<file path="src/rtl/lsu_pkg.sv">
// Shared types and helpers for the multi-cycle load/store unit (lsu_mc).
// Optional build macro: LSU_MISALIGN_SPLIT_EN adds the ISSUE2/WAIT2 states.
// With it, word-crossing accesses are split into two word accesses.
package lsu_pkg;

  localparam int LSU_XLEN = 32;
  localparam int LSU_AW   = 14;

  // RV32I funct3 size/sign encodings for loads and stores
  localparam logic [2:0] F3_B  = 3'b000;
  localparam logic [2:0] F3_H  = 3'b001;
  localparam logic [2:0] F3_W  = 3'b010;
  localparam logic [2:0] F3_BU = 3'b100;
  localparam logic [2:0] F3_HU = 3'b101;

  typedef enum logic [2:0] {
    IDLE   = 3'd0,
    ISSUE  = 3'd1,
    WAIT   = 3'd2,
    RESP   = 3'd3
`ifdef LSU_MISALIGN_SPLIT_EN
    ,
    ISSUE2 = 3'd4,
    WAIT2  = 3'd5
`endif
  } lsu_state_t;

  typedef struct packed {
    logic                store;
    logic [2:0]          funct3;
    logic [LSU_AW-1:0]   addr;
    logic [LSU_XLEN-1:0] wdata;
  } lsu_req_t;

  // Stores only exist in the signed-size encodings; BU/HU are load-only.
  function automatic logic f3_legal(input logic store, input logic [2:0] funct3);
    logic ok;
    case (funct3)
      F3_B, F3_H, F3_W: ok = 1'b1;
      F3_BU, F3_HU:     ok = ~store;
      default:          ok = 1'b0;
    endcase
    return ok;
  endfunction

  // size is funct3[1:0]: 00 byte, 01 half, 10 word.
  function automatic logic is_misaligned(input logic [1:0] size, input logic [1:0] off);
    logic mis;
    case (size)
      2'b01:   mis = off[0];
      2'b10:   mis = (off != 2'b00);
      default: mis = 1'b0;
    endcase
    return mis;
  endfunction

`ifdef LSU_MISALIGN_SPLIT_EN
  // True when the access spills into the next memory word.
  function automatic logic crosses_word(input logic [1:0] size, input logic [1:0] off);
    logic cross;
    case (size)
      2'b01:   cross = (off == 2'b11);
      2'b10:   cross = (off != 2'b00);
      default: cross = 1'b0;
    endcase
    return cross;
  endfunction
`endif

endpackage

</file>
<file path="src/rtl/lsu_mc_if.sv">
// Core-request / memory-port bundle for lsu_mc.
// slave is the LSU side; master is the core+memory environment side.
interface lsu_mc_if #(
  parameter int XLEN = lsu_pkg::LSU_XLEN,
  parameter int AW   = lsu_pkg::LSU_AW
);
  logic            req_valid;
  logic            req_ready;
  logic            req_store;
  logic [2:0]      req_funct3;
  logic [AW-1:0]   req_addr;
  logic [XLEN-1:0] req_wdata;
  logic            rsp_valid;
  logic [XLEN-1:0] rsp_rdata;
  logic            rsp_fault;
  logic            mem_req;
  logic            mem_we;
  logic [3:0]      mem_be;
  logic [AW-3:0]   mem_addr;
  logic [XLEN-1:0] mem_wdata;
  logic            mem_gnt;
  logic            mem_rvalid;
  logic [XLEN-1:0] mem_rdata;

  modport slave (
    input  req_valid, req_store, req_funct3, req_addr, req_wdata,
    input  mem_gnt, mem_rvalid, mem_rdata,
    output req_ready, rsp_valid, rsp_rdata, rsp_fault,
    output mem_req, mem_we, mem_be, mem_addr, mem_wdata
  );

  modport master (
    output req_valid, req_store, req_funct3, req_addr, req_wdata,
    output mem_gnt, mem_rvalid, mem_rdata,
    input  req_ready, rsp_valid, rsp_rdata, rsp_fault,
    input  mem_req, mem_we, mem_be, mem_addr, mem_wdata
  );
endinterface

</file>
<file path="src/rtl/lsu_align.sv">
// Combinational lane logic for lsu_mc: byte enables, store-data lane
// placement and load extraction/extension. With LSU_MISALIGN_SPLIT_EN the
// upper-word half of a crossing access is produced as well.
module lsu_align
  import lsu_pkg::*;
(
  input  logic [2:0]          funct3,
  input  logic [1:0]          off,
  input  logic [LSU_XLEN-1:0] wdata,
  input  logic [LSU_XLEN-1:0] rdata_lo,
`ifdef LSU_MISALIGN_SPLIT_EN
  input  logic [LSU_XLEN-1:0] rdata_hi,
  output logic [3:0]          be_hi,
  output logic [LSU_XLEN-1:0] wdata_hi,
`endif
  output logic [3:0]          be_lo,
  output logic [LSU_XLEN-1:0] wdata_lo,
  output logic [LSU_XLEN-1:0] rdata_ext
);

  logic [3:0]          mask_s;
  logic [LSU_XLEN-1:0] rep_s;
  logic [LSU_XLEN-1:0] sh_lo_s;
  logic [LSU_XLEN-1:0] rd_sh_s;
  logic [4:0]          bit_off_s;

  assign bit_off_s = {off, 3'b000};

  // Unshifted byte-enable mask for the access size
  always_comb begin
    case (funct3[1:0])
      2'b00:   mask_s = 4'b0001;
      2'b01:   mask_s = 4'b0011;
      2'b10:   mask_s = 4'b1111;
      default: mask_s = 4'b0000;
    endcase
  end

  // Replicated store data: every lane already holds the right bytes
  always_comb begin
    case (funct3[1:0])
      2'b00:   rep_s = {4{wdata[7:0]}};
      2'b01:   rep_s = {2{wdata[15:0]}};
      default: rep_s = wdata;
    endcase
  end

  assign be_lo   = mask_s << off;
  assign sh_lo_s = wdata << bit_off_s;
  // Aligned accesses use replication; shifted placement only when lanes move across the natural boundary
  assign wdata_lo = is_misaligned(funct3[1:0], off) ? sh_lo_s : rep_s;

`ifdef LSU_MISALIGN_SPLIT_EN
  assign be_hi    = 4'(({4'b0000, mask_s} << off) >> 3'd4);
  assign wdata_hi = 32'(({32'h0000_0000, wdata} << bit_off_s) >> 6'd32);
  assign rd_sh_s  = 32'({rdata_hi, rdata_lo} >> bit_off_s);
`else
  assign rd_sh_s  = rdata_lo >> bit_off_s;
`endif

  // Load extraction: pick low 8/16/32 bits and sign- or zero-extend
  always_comb begin
    case (funct3)
      F3_B:    rdata_ext = {{24{rd_sh_s[7]}}, rd_sh_s[7:0]};
      F3_BU:   rdata_ext = {24'h00_0000, rd_sh_s[7:0]};
      F3_H:    rdata_ext = {{16{rd_sh_s[15]}}, rd_sh_s[15:0]};
      F3_HU:   rdata_ext = {16'h0000, rd_sh_s[15:0]};
      F3_W:    rdata_ext = rd_sh_s;
      default: rdata_ext = 32'h0000_0000;
    endcase
  end

endmodule

</file>
<file path="src/rtl/lsu_mc.sv">
// Multi-cycle load/store unit: core valid/ready request in, byte-enabled
// word access on a req/gnt/rvalid memory port, one-cycle response out.
// Optional build macro: LSU_MISALIGN_SPLIT_EN (split word-crossing accesses).
module lsu_mc
  import lsu_pkg::*;
#(
  parameter int XLEN = LSU_XLEN,
  parameter int AW   = LSU_AW
) (
  input logic     clk,
  input logic     reset,
  lsu_mc_if.slave bus
);

  localparam int WAW = AW - 2;

  lsu_state_t      state_q, state_d;
  lsu_req_t        req_q, req_d, cur_s;
  logic            req_ready_q, req_ready_d;
  logic            rsp_valid_q, rsp_valid_d;
  logic            rsp_fault_q, rsp_fault_d;
  logic [XLEN-1:0] rsp_rdata_q, rsp_rdata_d;
  logic            mem_req_q, mem_req_d;
  logic            mem_we_q, mem_we_d;
  logic [3:0]      mem_be_q, mem_be_d;
  logic [WAW-1:0]  mem_addr_q, mem_addr_d;
  logic [XLEN-1:0] mem_wdata_q, mem_wdata_d;

  logic            fault_s;
  logic [3:0]      be_lo_s;
  logic [XLEN-1:0] wdata_lo_s, rdata_lo_s, rdata_ext_s;
`ifdef LSU_MISALIGN_SPLIT_EN
  logic            split_q, split_d, split_s;
  logic [XLEN-1:0] lo_word_q, lo_word_d;
  logic [3:0]      be_hi_s;
  logic [XLEN-1:0] wdata_hi_s;
`endif

  // Request view: live core inputs while idle, latched copy once accepted
  always_comb begin
    cur_s = req_q;
    if (state_q == IDLE) begin
      cur_s.store  = bus.req_store;
      cur_s.funct3 = bus.req_funct3;
      cur_s.addr   = bus.req_addr;
      cur_s.wdata  = bus.req_wdata;
    end else begin
      cur_s = req_q;
    end
  end

`ifdef LSU_MISALIGN_SPLIT_EN
  assign split_s    = crosses_word(cur_s.funct3[1:0], cur_s.addr[1:0]);
  assign fault_s    = ~f3_legal(cur_s.store, cur_s.funct3);
  assign rdata_lo_s = (state_q == WAIT2) ? lo_word_q : bus.mem_rdata;
`else
  assign fault_s    = ~f3_legal(cur_s.store, cur_s.funct3) |
                      is_misaligned(cur_s.funct3[1:0], cur_s.addr[1:0]);
  assign rdata_lo_s = bus.mem_rdata;
`endif

  lsu_align u_align (
    .funct3    (cur_s.funct3),
    .off       (cur_s.addr[1:0]),
    .wdata     (cur_s.wdata),
    .rdata_lo  (rdata_lo_s),
`ifdef LSU_MISALIGN_SPLIT_EN
    .rdata_hi  (bus.mem_rdata),
    .be_hi     (be_hi_s),
    .wdata_hi  (wdata_hi_s),
`endif
    .be_lo     (be_lo_s),
    .wdata_lo  (wdata_lo_s),
    .rdata_ext (rdata_ext_s)
  );

  // Next-state and next-output logic; every output is a flop
  always_comb begin
    state_d     = state_q;
    req_d       = req_q;
    req_ready_d = req_ready_q;
    rsp_valid_d = rsp_valid_q;
    rsp_fault_d = rsp_fault_q;
    rsp_rdata_d = rsp_rdata_q;
    mem_req_d   = mem_req_q;
    mem_we_d    = mem_we_q;
    mem_be_d    = mem_be_q;
    mem_addr_d  = mem_addr_q;
    mem_wdata_d = mem_wdata_q;
`ifdef LSU_MISALIGN_SPLIT_EN
    split_d     = split_q;
    lo_word_d   = lo_word_q;
`endif
    case (state_q)
      IDLE: begin
        if (bus.req_valid) begin
          req_d       = cur_s;
          req_ready_d = 1'b0;
          rsp_rdata_d = '0;
          if (fault_s) begin
            state_d     = RESP;
            rsp_valid_d = 1'b1;
            rsp_fault_d = 1'b1;
          end else begin
            state_d     = ISSUE;
            rsp_fault_d = 1'b0;
            mem_req_d   = 1'b1;
            mem_we_d    = cur_s.store;
            mem_be_d    = be_lo_s;
            mem_addr_d  = cur_s.addr[AW-1:2];
            mem_wdata_d = wdata_lo_s;
`ifdef LSU_MISALIGN_SPLIT_EN
            split_d     = split_s;
`endif
          end
        end else begin
          req_ready_d = 1'b1;
        end
      end
      ISSUE: begin
        if (bus.mem_gnt) begin
          mem_req_d = 1'b0;
          state_d   = WAIT;
        end else begin
          state_d   = ISSUE;
        end
      end
      WAIT: begin
        if (!bus.mem_rvalid) begin
          state_d = WAIT;
        end
`ifdef LSU_MISALIGN_SPLIT_EN
        else if (split_q) begin
          lo_word_d   = bus.mem_rdata;
          state_d     = ISSUE2;
          mem_req_d   = 1'b1;
          mem_be_d    = be_hi_s;
          mem_wdata_d = wdata_hi_s;
          mem_addr_d  = mem_addr_q + {{(WAW-1){1'b0}}, 1'b1};
        end
`endif
        else begin
          state_d     = RESP;
          rsp_valid_d = 1'b1;
          rsp_rdata_d = req_q.store ? '0 : rdata_ext_s;
        end
      end
`ifdef LSU_MISALIGN_SPLIT_EN
      ISSUE2: begin
        if (bus.mem_gnt) begin
          mem_req_d = 1'b0;
          state_d   = WAIT2;
        end else begin
          state_d   = ISSUE2;
        end
      end
      WAIT2: begin
        if (bus.mem_rvalid) begin
          state_d     = RESP;
          rsp_valid_d = 1'b1;
          rsp_rdata_d = req_q.store ? '0 : rdata_ext_s;
        end else begin
          state_d     = WAIT2;
        end
      end
`endif
      RESP: begin
        rsp_valid_d = 1'b0;
        req_ready_d = 1'b1;
        state_d     = IDLE;
      end
      default: begin
        state_d     = IDLE;
        req_ready_d = 1'b1;
        rsp_valid_d = 1'b0;
        mem_req_d   = 1'b0;
      end
    endcase
  end

  // State and output registers; reset drops any in-flight transaction
  always_ff @(posedge clk or negedge reset) begin
    if (!reset) begin
      state_q     <= IDLE;
      req_q       <= '0;
      req_ready_q <= 1'b1;
      rsp_valid_q <= 1'b0;
      rsp_fault_q <= 1'b0;
      rsp_rdata_q <= '0;
      mem_req_q   <= 1'b0;
      mem_we_q    <= 1'b0;
      mem_be_q    <= 4'b0000;
      mem_addr_q  <= '0;
      mem_wdata_q <= '0;
`ifdef LSU_MISALIGN_SPLIT_EN
      split_q     <= 1'b0;
      lo_word_q   <= '0;
`endif
    end else begin
      state_q     <= state_d;
      req_q       <= req_d;
      req_ready_q <= req_ready_d;
      rsp_valid_q <= rsp_valid_d;
      rsp_fault_q <= rsp_fault_d;
      rsp_rdata_q <= rsp_rdata_d;
      mem_req_q   <= mem_req_d;
      mem_we_q    <= mem_we_d;
      mem_be_q    <= mem_be_d;
      mem_addr_q  <= mem_addr_d;
      mem_wdata_q <= mem_wdata_d;
`ifdef LSU_MISALIGN_SPLIT_EN
      split_q     <= split_d;
      lo_word_q   <= lo_word_d;
`endif
    end
  end

  assign bus.req_ready = req_ready_q;
  assign bus.rsp_valid = rsp_valid_q;
  assign bus.rsp_fault = rsp_fault_q;
  assign bus.rsp_rdata = rsp_rdata_q;
  assign bus.mem_req   = mem_req_q;
  assign bus.mem_we    = mem_we_q;
  assign bus.mem_be    = mem_be_q;
  assign bus.mem_addr  = mem_addr_q;
  assign bus.mem_wdata = mem_wdata_q;

endmodule
</file>
<file path="src/flat_wrapper.sv">
// flat-port wrapper written by rule: the top's interface ports become plain ports
module lsu_mc_flat import lsu_pkg::*;
#(
  parameter int XLEN = LSU_XLEN,
  parameter int AW   = LSU_AW
)
  (clk, reset, bus_req_valid, bus_req_store, bus_req_funct3, bus_req_addr, bus_req_wdata, bus_mem_gnt, bus_mem_rvalid, bus_mem_rdata, bus_req_ready, bus_rsp_valid, bus_rsp_rdata, bus_rsp_fault, bus_mem_req, bus_mem_we, bus_mem_be, bus_mem_addr, bus_mem_wdata);
  lsu_mc_if #(.XLEN(XLEN), .AW(AW)) bus_i ();
  input logic clk;
  input logic reset;
  input wire logic [$bits(bus_i.req_valid)-1:0] bus_req_valid;
  input wire logic [$bits(bus_i.req_store)-1:0] bus_req_store;
  input wire logic [$bits(bus_i.req_funct3)-1:0] bus_req_funct3;
  input wire logic [$bits(bus_i.req_addr)-1:0] bus_req_addr;
  input wire logic [$bits(bus_i.req_wdata)-1:0] bus_req_wdata;
  input wire logic [$bits(bus_i.mem_gnt)-1:0] bus_mem_gnt;
  input wire logic [$bits(bus_i.mem_rvalid)-1:0] bus_mem_rvalid;
  input wire logic [$bits(bus_i.mem_rdata)-1:0] bus_mem_rdata;
  output wire logic [$bits(bus_i.req_ready)-1:0] bus_req_ready;
  output wire logic [$bits(bus_i.rsp_valid)-1:0] bus_rsp_valid;
  output wire logic [$bits(bus_i.rsp_rdata)-1:0] bus_rsp_rdata;
  output wire logic [$bits(bus_i.rsp_fault)-1:0] bus_rsp_fault;
  output wire logic [$bits(bus_i.mem_req)-1:0] bus_mem_req;
  output wire logic [$bits(bus_i.mem_we)-1:0] bus_mem_we;
  output wire logic [$bits(bus_i.mem_be)-1:0] bus_mem_be;
  output wire logic [$bits(bus_i.mem_addr)-1:0] bus_mem_addr;
  output wire logic [$bits(bus_i.mem_wdata)-1:0] bus_mem_wdata;
  assign bus_i.req_valid = bus_req_valid;
  assign bus_i.req_store = bus_req_store;
  assign bus_i.req_funct3 = bus_req_funct3;
  assign bus_i.req_addr = bus_req_addr;
  assign bus_i.req_wdata = bus_req_wdata;
  assign bus_i.mem_gnt = bus_mem_gnt;
  assign bus_i.mem_rvalid = bus_mem_rvalid;
  assign bus_i.mem_rdata = bus_mem_rdata;
  assign bus_req_ready = bus_i.req_ready;
  assign bus_rsp_valid = bus_i.rsp_valid;
  assign bus_rsp_rdata = bus_i.rsp_rdata;
  assign bus_rsp_fault = bus_i.rsp_fault;
  assign bus_mem_req = bus_i.mem_req;
  assign bus_mem_we = bus_i.mem_we;
  assign bus_mem_be = bus_i.mem_be;
  assign bus_mem_addr = bus_i.mem_addr;
  assign bus_mem_wdata = bus_i.mem_wdata;
  lsu_mc #(.XLEN(XLEN), .AW(AW)) u_core (.clk(clk), .reset(reset), .bus(bus_i));
endmodule
</file>
<file path="config.mk">
export PLATFORM = sky130hd
export DESIGN_NAME = lsu_mc_flat
export DESIGN_NICKNAME = d
export VERILOG_FILES = /design/src/rtl/lsu_pkg.sv /design/src/rtl/lsu_mc_if.sv /design/src/rtl/lsu_align.sv /design/src/rtl/lsu_mc.sv /design/src/flat_wrapper.sv
export SDC_FILE = /design/constraint.sdc
export NUM_CORES = 1
export LEC_CHECK = 0
export ABC_AREA = 1
export CAP_MARGIN = 20
export CORE_MARGIN = 2
export CORE_UTILIZATION = 55
export DETAILED_ROUTE_END_ITERATION = 8
export GPL_ROUTABILITY_DRIVEN = 0
export GPL_TIMING_DRIVEN = 1
export PLACE_DENSITY = 0.86
export SETUP_SLACK_MARGIN = 0.4
export SLEW_MARGIN = 20
export SYNTH_ARGS = -nofsm -noshare
export SYNTH_HDL_FRONTEND = slang
export SYNTH_HIERARCHICAL = 1
export SYNTH_SLANG_ARGS = --single-unit
</file>
<file path="constraint.sdc">
create_clock -name clk -period 7.7 [get_ports clk]
set_input_delay 1.54 -clock clk [delete_from_list [all_inputs] [get_ports clk]]
set_output_delay 1.54 -clock clk [all_outputs]
set_load 0.05 [all_outputs]
</file>
# ---- Word level (Yosys, flattened, before mapping)
# Index checks and enable logic that the tools add are counted.
dict set report word_totals {
  ff_bits 138
  in_bits 87
  elab_cells 78
}
dict set report op_classes {
  eq_ne 14
  shift 3
  muxes 27
  bitwise_logic 6
  reduce_logical 14
}
# cell count
set op_table {}
lappend op_table {{$pmux W32 S5} 1}
lappend op_table {{$mux W32} 4}
lappend op_table {{$pmux W32 S2} 2}
lappend op_table {{$mux W50} 1}
lappend op_table {{$shl A32 B5 Y32} 1}
lappend op_table {{$shr A32 B5 Y32} 1}
lappend op_table {{$pmux W4 S3} 1}
lappend op_table {{$eq A3 B2 Y1 const B} 3}
lappend op_table {{$mux W1} 9}
lappend op_table {{$pmux W3 S3} 1}
lappend op_table {{$ne A2 B2 Y1 const B} 4}
lappend op_table {{$reduce_and A4 Y1} 2}
lappend op_table {{$eq A3 B1 Y1 const B} 2}
lappend op_table {{$eq A3 B3 Y1 const B} 2}
lappend op_table {{$logic_not A3 Y1} 2}
lappend op_table {{$pmux W1 S2} 3}
lappend op_table {{$pmux W1 S3} 2}
lappend op_table {{$reduce_and A3 Y1} 2}
lappend op_table {{$reduce_or A2 Y1} 3}
lappend op_table {{$not A1 Y1} 5}
lappend op_table {{$mux W2} 2}
lappend op_table {{$reduce_bool A2 Y1} 2}
lappend op_table {{$shl A4 B2 Y4} 1}
lappend op_table {{$mux W3} 1}
lappend op_table {{other kinds (7)} 7}

# ---- Logic depth before layout (Yosys ltp)
# Gate-level depths: netlist of run 1.
dict set report depth {
  depth_word 10
  mapped_depth 19
  mapped_depth_nobuf 16
}

# ---- Cells and area by module
# The synthesis of run 1 kept the hierarchy.
# mod instances cells_each area_per_inst_um2 seq_area_each_um2
set by_module_without_submodules {}
lappend by_module_without_submodules {lsu_mc 1 705 5845.6 3304.4}
lappend by_module_without_submodules {lsu_align 1 522 2321.0 0.0}

# ---- Worst setup path before layout of run 1
# No wires, ideal clock.
dict set report synth_timing {
  path_type {input to register}
  from {input bus_req_funct3[1]}
  to {register u_core.mem_addr_q[6] (netlist: u_core/bus.mem_addr[6])}
  setup_time_ns 0.118
  t_arrival_ns 3.148
  setup_slack_ns 4.434
  path_stages 13
  cell_sequence {nor2_1 -> nor2_1 -> inv_1 -> ha_1 -> or2_2 -> nand2_1 -> nand2_1 -> nand2_2 -> nand4_2 -> buf_2 -> buf_6 -> nand2_1 -> nand2_1}
}
# element line
set synth_lines {}
lappend synth_lines {{from (decl)} flat_wrapper.sv:13} ;# input wire logic [$bits(bus_i.req_funct3)-1:0] bus_req_funct3;
lappend synth_lines {{to (signal assigned)} lsu_mc.sv:209} ;# mem_addr_q <= mem_addr_d;
lappend synth_lines {{to (decl)} lsu_mc.sv:26} ;# logic [WAW-1:0] mem_addr_q, mem_addr_d;

==> results of run 1 <==
## critical path, delay by kind of cell (launching register included)
| kind | cells | cell delay, ps |
|---|---|---|
| buf+inv | 5 | 1280 |
| flops | 1 | 370 |
| fa+ha+maj | 2 | 630 |
| simple gates | 9 | 1580 |
## layer usage
metal,wire (um),vias to the layer above,GRT usage [%]
met5,0,-,0
met1,9710,3713,40.4
met2,10100,407,44.0
met3,2120,41,7.69
met4,467,0,9.83
li1,-,4060,-
## report_power, final
group,internal (mW),switching (mW)
Clock,0.558,0.296
Combinational,0.959,2.29
Sequential,0.967,0.156
## worst max-delay path by stage
stage / cells past startpoint / startpoint / slack, ps / endpoint
after global placement: 13 / bus_req_funct3[1] / 3480 / u_core/bus.mem_wdata[20]$_DFFE_PN0P_
after CTS: 16 / u_core/state_q[0]$_DFFE_PN0N_ / 3700 / u_core/bus.mem_wdata[28]$_DFFE_PN0P_
final: 16 / u_core/state_q[0]$_DFFE_PN0N_ / 3690 / u_core/bus.mem_wdata[5]$_DFFE_PN0P_
after detailed placement: 13 / bus_req_funct3[1] / 3340 / u_core/bus.mem_wdata[5]$_DFFE_PN0P_
after global routing: 16 / u_core/state_q[0]$_DFFE_PN0N_ / 3260 / u_core/bus.mem_wdata[16]$_DFFE_PN0P_
after floorplan: 13 / bus_req_funct3[1] / 4430 / u_core/bus.mem_addr[6]$_DFFE_PN0P_
## cell families (layout without fill, tap and decap cells)
logic type / Yosys count / in the layout / synth area share (%)
AOI/OAI and AO/OA: 167 / 167 / 10.6
adders and majority gates: 12 / 12 / 1.84
buffers and inverters: 195 / 332 / 10.7
DFF: 132 / 132 / 40.5
and+or+nand+nor: 721 / 721 / 36.4
## metrics by stage
step	setup WS [ps]	utilization [%]
after detailed placement	3340	67.2
after global placement	3480	67.2
after global routing	3260	71.5
after CTS	3700	71.4
after floorplan	4430	-
final	3690	71.5
## layout make-up
class                           count  area share (%)
Clock inverter                      9            1.46
Sequential cell                   132            31.8
Multi-Input combinational cell    900            38.6
Tap cell                          184            2.22
Clock buffer                       23            4.50
Inverter                          121            4.37
Timing Repair Buffer              179            17.1
## sequential cells by signal, summed over array words and instances, names as in the netlist
register	count
u_core/bus.mem_addr	12
u_core/bus.rsp_rdata	32
u_core/bus.req_ready	1
u_core/bus.mem_be	4
u_core/bus.rsp_fault	1
u_core/req_q	45
u_core/state_q	2
u_core/bus.mem_req	1
u_core/bus.mem_we	1
u_core/bus.rsp_valid	1
u_core/bus.mem_wdata	32
## Yosys cell counts
cell type	n	area, um^2
inv_1	115	432
o21ai_1	20	100
buf_6	11	124
nand3_2	3	30.0
clkbuf_1	26	97.6
buf_1	7	26.3
nand3_1	111	556
dfstp_2	1	26.3
nor2_8	1	20.0
o21ai_2	1	8.76
and2_1	1	6.26
o21ai_0	137	686
buf_4	9	67.6
a21oi_4	2	32.5
nand4_2	1	12.5
dfrtp_1	131	3280
nor2_2	3	18.8
nor3_1	1	5.00
nand2_2	2	12.5
clkinv_1	1	3.75
inv_2	5	18.8
or2_2	1	6.26
a21oi_1	4	20.0
o22ai_1	2	12.5
nand3b_1	1	7.51
buf_2	21	105
nor2_4	4	45.0
nor2_1	46	173
nand2_1	544	2040
nand3_4	2	35.0
o2bb2ai_1	1	8.76
ha_1	12	150
==> impl_metrics.py, run 1 <==
metrics = {
    "detailed_routing": {
        "wire_per_inst_um": 14.5,
        "drt-initial-drc-count": 1116,
        "route.detailed.drc": 0,
        "dr.pass1.iters": 6,
        "wl_mm": 22.4,
        "num_vias": 8221,
        "drtAntennaViolNets": 0,
        "viasPerCell": 5.31,
    },
    "outcome": {
        "status": "finished, final reports clean",
    },
    "power": {
        "total_power_mw": 5.22,
        "p_per_area_mw_per_mm2": 502,
        "leakagePower_nw": 5.53,
        "ir_worst_vdd_v": 0.000340,
    },
    "sta": {
        "setup_viol": 0,
        "setup_tns_ps": 0,
        "hold_slack_ps": 479,
        "clock_skew_ps": 6.88,
        "slew_violations": 0,
        "tightest_slew_ps": 944,
        "fin_crit_sh_pct": 52.1,
        "hold_violations": 0,
        "rsz0062_at_grt": "no",
        "clock.fmax_mhz": 249,
        "layout_min_cycle_time_ps": 4010,
        "max_slew_margin_pct": 37.0,
    },
    "floorplan": {
        "core_mm2": 0.0145,
        "die_y_um": 126,
        "start_util_pct": 56.2,
        "dieArea_mm2": 0.0158,
        "rows": 44,
        "die_x_um": 126,
        "io_pins": 172,
    },
    "clock_network": {
        "cts_buffer_depth": 2,
        "cts.sinks": 132,
        "hold_buffers": 0,
        "cts_setup_buffers": 0,
        "cts_root_buf": "clkbuf_16",
        "insertion_delay_ps": 420,
        "cts_resized": 0,
        "cts.htree.levels": 4,
        "numCtsBuffers": 17,
        "cts.clk_slew.worst_paths_ps": 60,
        "cts_tree": "built",
    },
    "logic_synthesis": {
        "synth.cell_area_mm2": 0.00817,
        "synth_area_per_cell_um2": 6.66,
        "ys_ff_latch": 132,
        "seq_area_frac_synth_pct": 40.5,
        "synth_cell_types": 32,
        "synth_warnings": 6,
        "syn_nets": 1326,
        "netlist_instances": 1227,
    },
    "placed_design": {
        "numPortBuffers": 171,
        "dp_hpwl_mm": 15.2,
        "placed_area_mm2": 0.00976,
        "dp_cells": 1516,
    },
    "hold_path": {
        "min_to": "u_core/bus.rsp_valid$_DFFE_PN0P_",
        "hp-class": "reg -> reg",
        "hold_path.startpoint": "u_core/bus.rsp_valid$_DFFE_PN0P_",
        "hold_path_depth": 2,
    },
    "worst_setup_path": {
        "r2r_start": "u_core/state_q[0]$_DFFE_PN0N_",
        "r2r_cells": 16,
        "crit_required_ps": 8010,
        "endpoint_kind": "flip-flop",
        "r2r_end": "u_core/bus.mem_wdata[5]$_DFFE_PN0P_",
        "crit_type": "reg -> reg",
        "max_stage_delay_ps": 550,
        "cp_slowest_cell": "buf_4",
        "reg2reg_slack_ps": 3690,
        "start_kind": "flip-flop",
        "worstPathCellList": "inv_1, ha_1, inv_2, buf_4, nor2_1, nor2_1, inv_1, ha_1, or2_2, nand2_1, nand2_1, nand2_2, nand4_2, buf_4, nand2_1, nand2_1",
        "worstPathMaxFanout": 85,
        "cp.arrival_ps": 4320,
        "cp_common_cell": "nand2_1",
    },
    "final_layout": {
        "antennaDiodeCount": 0,
        "stdcell_area_mm2": 0.0104,
        "finalNonFillerCells": 1548,
        "layout_commonest_cell": "nand2_1",
        "fillers": 1151,
        "drive_above_1_share_pct": 5.06,
        "multi_input_area_mm2": 0.00401,
        "syn_to_final_growth_pct": 27.2,
        "nets": 1450,
        "seqCellArea_mm2": 0.00330,
        "final_cell_mix": "nand2_1, clkdlybuf4s50_1, o21ai_0, dfrtp_1, inv_1",
    },
    "grt": {
        "grt_max_degree": 86,
        "grt_pass1_wl_mm": 37.3,
        "globalRouteTotalUtil_pct": 28.9,
        "first_global_vias": 7461,
        "antenna_found_initial": 0,
        "grt_overflow_total": 0,
    },
    "run": {
        "drv_cap": 0,
    },
}
Power figures use the tool's default switching activity.
==> inputs of run 2 (changes only) <==
--- a/config.mk
+++ b/config.mk
@@ -8,11 +8,11 @@
 export ABC_AREA = 1
 export CAP_MARGIN = 20
 export CORE_MARGIN = 2
-export CORE_UTILIZATION = 55
+export CORE_UTILIZATION = 52
 export DETAILED_ROUTE_END_ITERATION = 8
 export GPL_ROUTABILITY_DRIVEN = 0
 export GPL_TIMING_DRIVEN = 1
-export PLACE_DENSITY = 0.86
+export PLACE_DENSITY = 0.82
 export SETUP_SLACK_MARGIN = 0.4
 export SLEW_MARGIN = 20
 export SYNTH_ARGS = -nofsm -noshare
==> constraint.sdc (replaced) <==
create_clock -name clk -period 4 [get_ports clk]
set_input_delay 0.8 -clock clk [delete_from_list [all_inputs] [get_ports clk]]
set_output_delay 0.8 -clock clk [all_outputs]
set_load 0.05 [all_outputs]
==> impl_metrics.py, run 2 (synthesis gave the netlist of run 1 again) <==
metrics = {
    "worst_setup_path": {
        "start_kind": "flip-flop",
        "cp.arrival_ps": 3490,
        "endpoint_kind": "flip-flop",
        "crit_required_ps": 4350,
        "worstPathMaxFanout": 80,
        "crit_type": "reg -> reg",
    },
    "power": {
        "comb_power_share_pct": 63.0,
        "p_int_mw": 4.73,
        "leakagePower_nw": 5.57,
        "p_clk_share_pct": 15.5,
        "p_per_area_mw_per_mm2": 956,
        "seq_power_share_pct": 21.5,
        "p_switching_mw": 5.31,
        "swShare_pct": 52.9,
        "ir_worst_vdd_v": 0.000569,
    },
    "detailed_routing": {
        "wl_mm": 22.4,
        "num_vias": 8256,
        "dr.pass1.iters": 6,
        "drtAntennaViolNets": 0,
        "wire_per_inst_um": 14.1,
        "viasPerCell": 5.21,
        "route.detailed.drc": 0,
        "drt-initial-drc-count": 709,
    },
    "final_layout": {
        "drive_above_1_share_pct": 6.11,
        "final_cell_mix": "nand2_1, clkdlybuf4s50_1, o21ai_0, dfrtp_1, inv_1",
        "stdcell_area_mm2": 0.0105,
        "top_register": "u_core/req_q",
        "antennaDiodeCount": 0,
        "finalNonFillerCells": 1586,
        "layout_commonest_cell": "nand2_1",
        "largest_reg_flops": 45,
        "final_util_pct": 68.8,
        "nets": 1461,
        "syn_to_final_growth_pct": 28.5,
    },
    "floorplan": {
        "start_util_pct": 53.5,
        "die_x_um": 129,
        "dieArea_mm2": 0.0167,
        "io_pins": 172,
        "core_mm2": 0.0153,
        "die_y_um": 129,
        "rows": 45,
    },
    "sta": {
        "slew_violations": 0,
        "max_slew_margin_pct": 39.4,
        "fin_crit_sh_pct": 78.5,
        "layout_min_cycle_time_ps": 3140,
        "hold_violations": 0,
        "setup_viol": 0,
        "clock_skew_ps": 8.09,
        "setup_tns_ps": 0,
        "tightest_slew_ps": 910,
        "rsz0062_at_grt": "no",
        "clock.fmax_mhz": 318,
    },
    "placed_design": {
        "dp_cells": 1554,
        "dp_hpwl_mm": 15.4,
        "numPortBuffers": 171,
        "placed_area_mm2": 0.00990,
    },
    "clock_network": {
        "cts_setup_buffers": 0,
        "cts_buffer_depth": 2,
        "cts.htree.levels": 4,
        "cts_resized": 0,
        "cts.sinks": 132,
        "cts_root_buf": "clkbuf_16",
        "insertion_delay_ps": 420,
        "hold_buffers": 0,
        "numCtsBuffers": 17,
        "cts_tree": "built",
        "cts.clk_slew.worst_paths_ps": 60,
    },
    "grt": {
        "first_global_vias": 7395,
        "grt_overflow_total": 0,
        "antenna_found_initial": 0,
        "grt_pass1_wl_mm": 36.3,
        "globalRouteTotalUtil_pct": 27.3,
        "grt_max_degree": 102,
    },
    "outcome": {
        "status": "finished, final reports clean",
    },
    "run": {
        "drv_cap": 0,
    },
    "hold_path": {
        "hp-class": "reg -> reg",
    },
}
-- run 2: changes by cell type in the layout (fill, tap and decap cells not counted), moves of 3 or more --
cell / delta
clkbuf_1: -4
clkinv_4: +3
clkinvlp_4: +4
buf_4: +9
-- run 2: path summary, 6_finish.rpt --
check                                         startpoint                              endpoint  slack [ps]  depth (start not counted)
max in group asynchronous                          reset      u_core/bus.req_ready$_DFFE_PN1N_        2670                          2
setup reg to reg           u_core/state_q[0]$_DFFE_PN0N_  u_core/bus.rsp_rdata[25]$_DFFE_PN0P_         860                         13
hold reg to reg            u_core/bus.mem_we$_DFFE_PN0P_         u_core/bus.mem_we$_DFFE_PN0P_         480                          2
hold / removal             u_core/bus.mem_we$_DFFE_PN0P_         u_core/bus.mem_we$_DFFE_PN0P_         480                          2
setup / recovery           u_core/state_q[0]$_DFFE_PN0N_  u_core/bus.rsp_rdata[25]$_DFFE_PN0P_         860                         13
min in group asynchronous                          reset           u_core/req_q[2]$_DFFE_PN0P_         490                          1
-- run 2: cell type report --
type,instances,area [um^2]
Fill cell,1257,4760
Multi-Input combinational cell,900,4000
Sequential cell,132,3300
Timing Repair Buffer,190,1880
Inverter,121,454
Clock buffer,18,439
Tap cell,211,264
Clock inverter,14,155
-- run 2: through the flow --
stage	power [mW]	hold slack [ps]	setup WS [ps]
6_report	10.0	476	858
5_1_grt	10.8	497	540
4_1_cts	9.98	480	851
3_5_place_dp	8.38	462	528
3_3_place_gp	8.28	453	633
2_1_floorplan	6.78	453	1090
-- run 2: routing by layer --
metal | vias up | wire length, um | GRT usage (%) | share of wire [%]
li1 | 4091 | - | - | -
met1 | 3680 | 9900 | 38.7 | 44
met2 | 443 | 9900 | 40.9 | 44
met3 | 42 | 2110 | 6.56 | 9.4
met4 | 0 | 463 | 9.72 | 2.1
met5 | - | 0 | 0 | 0
-- run 2: power by group through the flow --
| stage | logic, mW | registers [mW] | clock network, mW |
|---|---|---|---|
| floorplan | 3.66 | 3.12 | 0 |
| global placement | 6.12 | 2.16 | 0 |
| detailed placement | 6.22 | 2.16 | 0 |
| CTS | 6.25 | 2.15 | 1.58 |
| global route | 6.97 | 2.22 | 1.65 |
| finish | 6.33 | 2.15 | 1.56 |
-- run 2: worst max-delay path, stage by stage, from the launching register on --
cell and delay, ps:
dfrtp_1 370, inv_1 80, ha_1 260, inv_2 130, buf_4 550, nand2_1 140, nand2_2 240, buf_4 340
nand2_1 100, nand3_1 130, nand3_2 310, nand3_1 200, nand3_1 110, nand2_1 110
==> inputs of run 3 (changes only) <==
==> constraint.sdc (replaced) <==
create_clock -name clk -period 3.23 [get_ports clk]
set_input_delay 0.646 -clock clk [delete_from_list [all_inputs] [get_ports clk]]
set_output_delay 0.646 -clock clk [all_outputs]
set_load 0.05 [all_outputs]
==> impl_metrics.py, run 3 (synthesis gave the netlist of run 1 again) <==
metrics = {
    "outcome": {
        "status": "finished, final reports clean",
    },
    "detailed_routing": {
        "viasPerCell": 5.29,
        "num_vias": 8450,
        "wire_per_inst_um": 14.6,
        "dr.pass1.iters": 7,
        "drtAntennaViolNets": 0,
        "wl_mm": 23.3,
        "drt-initial-drc-count": 840,
        "route.detailed.drc": 0,
    },
    "placed_design": {
        "dp_cells": 1560,
        "dp_hpwl_mm": 16.0,
        "numPortBuffers": 171,
    },
    "power": {
        "seq_power_share_pct": 20.9,
        "p_int_mw": 6.03,
        "p_clk_share_pct": 15.3,
        "p_per_area_mw_per_mm2": 1190,
        "p_switching_mw": 6.70,
        "ir_worst_vdd_v": 0.000735,
        "comb_power_share_pct": 63.8,
        "leakagePower_nw": 5.66,
        "swShare_pct": 52.7,
    },
    "worst_setup_path": {
        "crit_required_ps": 3540,
        "crit_type": "reg -> reg",
        "worstPathMaxFanout": 36,
        "cp.arrival_ps": 3000,
        "start_kind": "flip-flop",
        "endpoint_kind": "flip-flop",
    },
    "sta": {
        "slew_violations": 0,
        "rsz0062_at_grt": "yes",
        "setup_tns_ps": 0,
        "setup_viol": 0,
        "layout_min_cycle_time_ps": 2690,
        "tightest_slew_ps": 729,
        "fin_crit_sh_pct": 83.3,
        "clock.fmax_mhz": 372,
        "clock_skew_ps": 12.5,
        "max_slew_margin_pct": 51.4,
        "hold_violations": 0,
    },
    "clock_network": {
        "cts.htree.levels": 4,
        "cts_root_buf": "clkbuf_16",
        "numCtsBuffers": 17,
        "cts_tree": "built",
        "cts_buffer_depth": 2,
        "insertion_delay_ps": 430,
        "cts.clk_slew.worst_paths_ps": 60,
        "cts.sinks": 132,
    },
    "grt": {
        "grt_pass1_wl_mm": 37.5,
        "globalRouteTotalUtil_pct": 28.4,
        "antenna_found_initial": 0,
        "first_global_vias": 7538,
        "grt_overflow_total": 0,
        "grt_max_degree": 83,
    },
    "floorplan": {
        "die_x_um": 129,
        "die_y_um": 129,
        "start_util_pct": 53.5,
        "core_mm2": 0.0153,
        "dieArea_mm2": 0.0167,
        "rows": 45,
        "io_pins": 172,
    },
    "final_layout": {
        "finalNonFillerCells": 1598,
        "layout_commonest_cell": "nand2_1",
        "largest_reg_flops": 45,
        "top_register": "u_core/req_q",
        "drive_above_1_share_pct": 7.14,
        "nets": 1473,
        "final_cell_mix": "nand2_1, clkdlybuf4s50_1, o21ai_0, dfrtp_1, inv_1",
        "multi_input_area_mm2": 0.00403,
        "final_util_pct": 69.9,
        "syn_to_final_growth_pct": 30.6,
        "antennaDiodeCount": 0,
        "seqCellArea_mm2": 0.00330,
        "fillers": 1232,
    },
    "hold_path": {
        "hp-class": "in -> async",
    },
    "run": {
        "drv_cap": 0,
    },
}
run 3: cell count changes in the layout (fill, tap and decap cells not counted), sizes merged:
cell      change
buf          +10
clkinvlp      -1
clkbuf        +3
run 3: cell type report:
type / count / area share (%)
Clock buffer: 19 / 4.25
Multi-Input combinational cell: 900 / 37.7
Sequential cell: 132 / 31.0
Clock inverter: 13 / 1.41
Tap cell: 211 / 2.48
Inverter: 121 / 4.30
Timing Repair Buffer: 202 / 18.9
run 3: path summary, 6_finish.rpt:
check / startpoint / endpoint / slack, ps / depth (start not counted)
worst min-delay path: reset / u_core/req_q[35]$_DFFE_PN0P_ / 170 / 1
min in group clk: u_core/bus.mem_wdata[4]$_DFFE_PN0P_ / u_core/bus.mem_wdata[4]$_DFFE_PN0P_ / 480 / 2
worst min register to register: u_core/bus.mem_wdata[4]$_DFFE_PN0P_ / u_core/bus.mem_wdata[4]$_DFFE_PN0P_ / 480 / 2
worst max-delay path: u_core/state_q[0]$_DFFE_PN0N_ / u_core/bus.mem_wdata[13]$_DFFE_PN0P_ / 540 / 15
max in group asynchronous: reset / u_core/bus.req_ready$_DFFE_PN1N_ / 2190 / 2
worst max register to register: u_core/state_q[0]$_DFFE_PN0N_ / u_core/bus.mem_wdata[13]$_DFFE_PN0P_ / 540 / 15
run 3: per-stage QoR:
| stage | cell area, um^2 | power (mW) | setup slack, ps | hold WS, ps |
|---|---|---|---|---|
| 2_1_floorplan | 8170 | 8.40 | 406 | 350 |
| 3_3_place_gp | 9960 | 10.3 | 323 | 458 |
| 3_5_place_dp | 9960 | 10.5 | 215 | 464 |
| 6_report | 10700 | 12.7 | 540 | 166 |
| 4_1_cts | 10600 | 12.5 | 453 | 175 |
| 5_1_grt | 10700 | 13.7 | 372 | 193 |
run 3: power by group through the flow:
| stage | sequential, mW | combinational, mW | clock [mW] |
|---|---|---|---|
| floorplan | 3.86 | 4.54 | 0 |
| global placement | 2.66 | 7.68 | 0 |
| detailed placement | 2.67 | 7.79 | 0 |
| CTS | 2.67 | 7.86 | 1.97 |
| global route | 2.74 | 8.94 | 2.05 |
| finish | 2.67 | 8.12 | 1.95 |
run 3: layer usage:
| layer | wire length, um | track usage [%] |
|---|---|---|
| met4 | 599 | 9.34 |
| met3 | 2230 | 7.68 |
| met1 | 10100 | 39.7 |
| met5 | 0 | 0 |
| met2 | 10400 | 43.1 |
run 3: what timing repair did:
action	in CTS	in global routing
pin swaps	0	3
gates resized for setup	1	10
gates cloned	0	1
hold buffers	0	0
setup buffers	0	5
setup endpoints to repair	7	67
run 3: critical path: stages (launching register included):
cell and delay (ps):
dfrtp_1 400, inv_1 120, ha_2 250, inv_2 80
nor2_1 150, nor2_2 70, buf_4 150, ha_1 210
or2_2 290, nand2_1 60, nand2_1 60, nand2_2 100
nand4_2 130, buf_4 280, nand2_1 130, nand2_1 60
